===== src/rtl/btn_debounce_toggle_gen.sv =====
// rtl/btn_debounce_toggle_gen.sv - pushbutton synchroniser, debouncer and toggle-pulse generator
module btn_debounce_toggle_gen #(
  parameter int DEBOUNCE_CYCLES = 16,
  parameter int SYNC_STAGES     = 2,
  parameter int CNT_W           = $clog2(DEBOUNCE_CYCLES)
) (
  input  logic       clk,
  input  logic       reset,
  input  logic       btn_in,
  input  logic       enable,
  output logic       t_pulse,
  output logic       btn_level,
  output logic [7:0] press_count
);

  localparam logic [1:0] IDLE_LOW  = 2'd0;
  localparam logic [1:0] WAIT_HIGH = 2'd1;
  localparam logic [1:0] IDLE_HIGH = 2'd2;
  localparam logic [1:0] WAIT_LOW  = 2'd3;

  localparam logic [CNT_W-1:0] CNT_MAX = CNT_W'(DEBOUNCE_CYCLES - 1);
  localparam logic [CNT_W-1:0] CNT_ONE = CNT_W'(1);

  logic [SYNC_STAGES-1:0] sync_q, sync_d;
  logic [1:0]             state_q, state_d;
  logic [CNT_W-1:0]       cnt_q, cnt_d;
  logic                   t_pulse_q, t_pulse_d;
  logic                   btn_level_q, btn_level_d;
  logic [7:0]             press_count_q, press_count_d;
  logic                   sync_out;

  assign sync_out = sync_q[SYNC_STAGES-1];
  assign sync_d   = {sync_q[SYNC_STAGES-2:0], btn_in};

  // A level change is accepted only after the counter sees an unbroken run;
  // any opposite sample during a wait drops straight back to the idle state.
  always_comb begin
    state_d       = state_q;
    cnt_d         = cnt_q;
    t_pulse_d     = 1'b0;
    btn_level_d   = btn_level_q;
    press_count_d = press_count_q;
    case (state_q)
      IDLE_LOW: begin
        if (sync_out) begin
          state_d = WAIT_HIGH;
          cnt_d   = '0;
        end
      end
      WAIT_HIGH: begin
        if (!sync_out) begin
          state_d = IDLE_LOW;
          cnt_d   = '0;
        end else if (cnt_q == CNT_MAX) begin
          state_d     = IDLE_HIGH;
          cnt_d       = '0;
          btn_level_d = 1'b1;
          t_pulse_d   = enable;
          if (enable) begin
            press_count_d = press_count_q + 8'd1;
          end
        end else begin
          cnt_d = cnt_q + CNT_ONE;
        end
      end
      IDLE_HIGH: begin
        if (!sync_out) begin
          state_d = WAIT_LOW;
          cnt_d   = '0;
        end
      end
      WAIT_LOW: begin
        if (sync_out) begin
          state_d = IDLE_HIGH;
          cnt_d   = '0;
        end else if (cnt_q == CNT_MAX) begin
          state_d     = IDLE_LOW;
          cnt_d       = '0;
          btn_level_d = 1'b0;
        end else begin
          cnt_d = cnt_q + CNT_ONE;
        end
      end
      default: begin
        state_d = IDLE_LOW;
        cnt_d   = '0;
      end
    endcase
  end

  always_ff @(posedge clk) begin
    if (reset) begin
      sync_q        <= '0;
      state_q       <= IDLE_LOW;
      cnt_q         <= '0;
      t_pulse_q     <= 1'b0;
      btn_level_q   <= 1'b0;
      press_count_q <= 8'd0;
    end else begin
      sync_q        <= sync_d;
      state_q       <= state_d;
      cnt_q         <= cnt_d;
      t_pulse_q     <= t_pulse_d;
      btn_level_q   <= btn_level_d;
      press_count_q <= press_count_d;
    end
  end

  assign t_pulse     = t_pulse_q;
  assign btn_level   = btn_level_q;
  assign press_count = press_count_q;

endmodule


===== config.mk =====
export PLATFORM = sky130hd
export DESIGN_NAME = btn_debounce_toggle_gen
export DESIGN_NICKNAME = d
export VERILOG_FILES = /design/src/rtl/btn_debounce_toggle_gen.sv
export SDC_FILE = /design/constraint.sdc
export NUM_CORES = 1
export LEC_CHECK = 0
export ABC_CLOCK_PERIOD_IN_PS = 2500
export CAP_MARGIN = 20
export CORE_MARGIN = 5
export CORE_UTILIZATION = 45
export DETAILED_ROUTE_END_ITERATION = 12
export PLACE_DENSITY_LB_ADDON = 0.1
export SLEW_MARGIN = 0
export SYNTH_ARGS = -nofsm -noshare
export SYNTH_HDL_FRONTEND = slang
export SYNTH_SLANG_ARGS = --single-unit

===== constraint.sdc =====
create_clock -name clk -period 2.5 [get_ports clk]
set_clock_uncertainty 0.1 [all_clocks]
set_input_delay 0.25 -clock clk [delete_from_list [all_inputs] [get_ports clk]]
set_output_delay 0.25 -clock clk [all_outputs]
set_load 0.03 [all_outputs]

==> metrics.md <==
| Metric | Value |
|---|---|
| Outcome | `completed` |
| Power Density | `461 mW/mm^2` |
| # nets final | `roughly 110` |
| Max VDD drop | `402 uV` |
| Final hold violations | `0` |
| Synth Area per Inst | `roughly 9.3 um^2` |
| Peak fanout along the critical path | `16` |
| # diodes | `0` |
| Max Fclk | `~0.54 GHz` |
| Die Y | `about 54 um` |
| Sequential cell area fraction in the yosys report | `0.416` |
| Global-route usage over all layers | `0.131` |
| First-pass GRT wire length | `around 2.8 mm` |
| Netlist Area Pre-Place | `866 um^2` |
| Post-route cell area | `slightly above 0.001 mm^2` |
| Pwr Total | `between 0.4 and 0.5 mW` |
| Row count | `15` |
| Gr ovfl total | `0` |
| Full die area | `around 0.0029 mm^2` |
| Fin util | `0.566` |
| Filler cell count | `169` |
| RSZ-0062 raised after global routing | `false` |
| Post-detailed-placement half-perimeter wirelength | `roughly 1.2 mm` |
| Data required time of the worst path | `approximately 2600 ps` |
| DR vias | `about 740` |
| Area post-placement | `987 um^2` |
| Post-DR vias/cell | `5.71` |
| Resize count post-CTS | `0` |
| Syn nets | `approximately 100` |
| Top area cells in the synthesized netlist | `dfxtp_1 (42%), a21oi_1 (5.8%), nand3_1 (5.2%)` |
| Largest net degree at the start of global routing | `23` |
| Worst Hold Class | `register to register` |
| Dpl ws | `625 ps` |
| Critical path type | `register to register` |
| Setup WS post-layout | `650 ps` |
| Routed wire length | `1.61 mm` |
| Slew HR | `0.503` |
| CTS Buffer Depth | `2` |
| Post-CTS setup buffer count | `0` |
| DRC | `0` |
| Initial Utilization | `0.486` |
| Critical path endpoint category | `register` |
| Wire per inst | `12.3 um` |
| #FFs+latches synth | `18` |
| Root buf cell | `clkbuf_4` |
| Commonest cells after routing, fill and taps aside | `dfxtp_1 (18), clkdlybuf4s50_1 (13), a21oi_1 (10)` |
| Routability Congestion | `between 0.7 and 0.8` |
| Worst setup SP type | `register` |
| DR pass1 iterations | `3` |
| Worst-Margin Slew | `743 ps` |
| Share of cells above drive strength 1 | `0.0667` |
| Syn Inst Count | `93` |
| Die Wd | `roughly 54 um` |
| TritonCTS Buffers | `3` |
| Yosys warnings | `0` |
| Distinct cell type count of the synthesized netlist | `30` |
| # port buffers | `13` |
| Reg clk slew, reported paths | `roughly 90 ps` |
| Max-slew violation count | `0` |
| Area added between synthesis and finish | `16.6%` |
| Commonest non-fill, non-tap cell in the layout | `dfxtp_1` |
| Pleak | `0.336 nW` |
| Io pins | `14` |
| Worst EP arrival | `between 1500 and 2000 ps` |
| Hold_ws | `between 300 and 400 ps` |
| Cell Count, Final, Fillers Out | `130` |
| Post-route ant nets | `0` |
| H-tree Lvls | `1` |
| Number of global-route vias before repair | `approximately 640` |
| Setup TNS | `0 ps` |
| CTS Sinks | `18` |
| Hold buffers post-CTS | `0` |
| Area share of the largest cell type after synthesis | `0.416` |
| Clock tree from TritonCTS | `done` |
| Initial antenna violation count | `0` |
| Fin crit period | `1850 ps` |
| DR iter-0 viols | `9` |
| Placed Cells | `127` |
| Synth area leader | `dfxtp_1` |
| Period Utilization, post-route | `0.740` |
| Core area | `roughly 0.0018 mm^2` |
| Setup Viol. Count Final | `0` |
| Worst-Skew Late Latency | `~280 ps` |
| Maxcap violations | `0` |
[worst max-delay path: stages, from the launching register on]
cell and delay [ps]:
dfxtp_1 390, ha_1 290, nand4_4 240, nor4_1 360, mux2_1 360
[sequential cells by signal, summed over array words and instances (netlist names), named ones only]
signal / cells
cnt_q: 4
t_pulse: 1
sync_q: 2
btn_level: 1
state_q: 1
press_count: 8
[final timing paths]
| check | depth (start not counted) | end | from | slack (ps) |
|---|---|---|---|---|
| worst max register to register | 4 | press_count[5] | cnt_q[0] | 650 |
| worst min-delay path | 1 | sync_q[1] | sync_q[0] | 350 |
| worst min register to register | 1 | sync_q[1] | sync_q[0] | 350 |
| worst max-delay path | 4 | press_count[5] | cnt_q[0] | 650 |
[Yosys cell counts]
cell            count
mux2_1              3
nand2_1             2
dlymetal6s2s_1      1
nand3b_2            1
xnor2_1             1
nor4_2              1
nand3_1             9
a21oi_1            10
ha_1                2
buf_6               2
nor2b_1             5
o21ai_0             3
buf_2               1
nand4_4             1
nor4_1              2
a31oi_1             2
dfxtp_1            18
o2111ai_1           1
nor3_1              2
and4_1              1
nand4_1             3
or3_1               3
xor2_1              1
inv_1               5
o31ai_1             3
and4b_1             1
or4_1               4
or2_2               1
nor2_1              3
o22ai_1             1
[layout make-up]
type | count | area (um^2) | share of cell area
Timing Repair Buffer | 13 | 130 | 0.129
Tap cell | 25 | 31.3 | 0.0310
Inverter | 5 | 18.8 | 0.0186
Multi-Input combinational cell | 66 | 447 | 0.442
Sequential cell | 18 | 360 | 0.357
Clock buffer | 3 | 22.5 | 0.0223
[report_power, final]
group	leakage, nW	internal, mW	switching [mW]	total (mW)
logic	0.176	0.0141	0.0191	0.0333
clock network	0.0138	0.0559	0.0804	0.136
registers	0.146	0.291	0.00414	0.296
[cells by family (layout without fill, tap and decap cells)]
group | Yosys count | count (layout) | synth area share
and+or+nand+nor | 39 | 39 | 0.295
adders and majority gates | 2 | 2 | 0.0289
AOI/OAI and AO/OA | 20 | 20 | 0.133
DFF | 18 | 18 | 0.416
muxes | 3 | 3 | 0.0390
xor gates and xnor gates | 2 | 2 | 0.0202
buffers and inverters | 9 | 21 | 0.0679
[per-layer routing]
metal | vias to the layer above | global-route usage | routed length (um)
met5 | - | 0 | 0
met4 | 0 | 0.0383 | 13
met3 | 2 | 0.0499 | 75
met2 | 13 | 0.226 | 757
met1 | 352 | 0.148 | 760
li1 | 375 | - | -
Power figures use the tool's default switching activity.
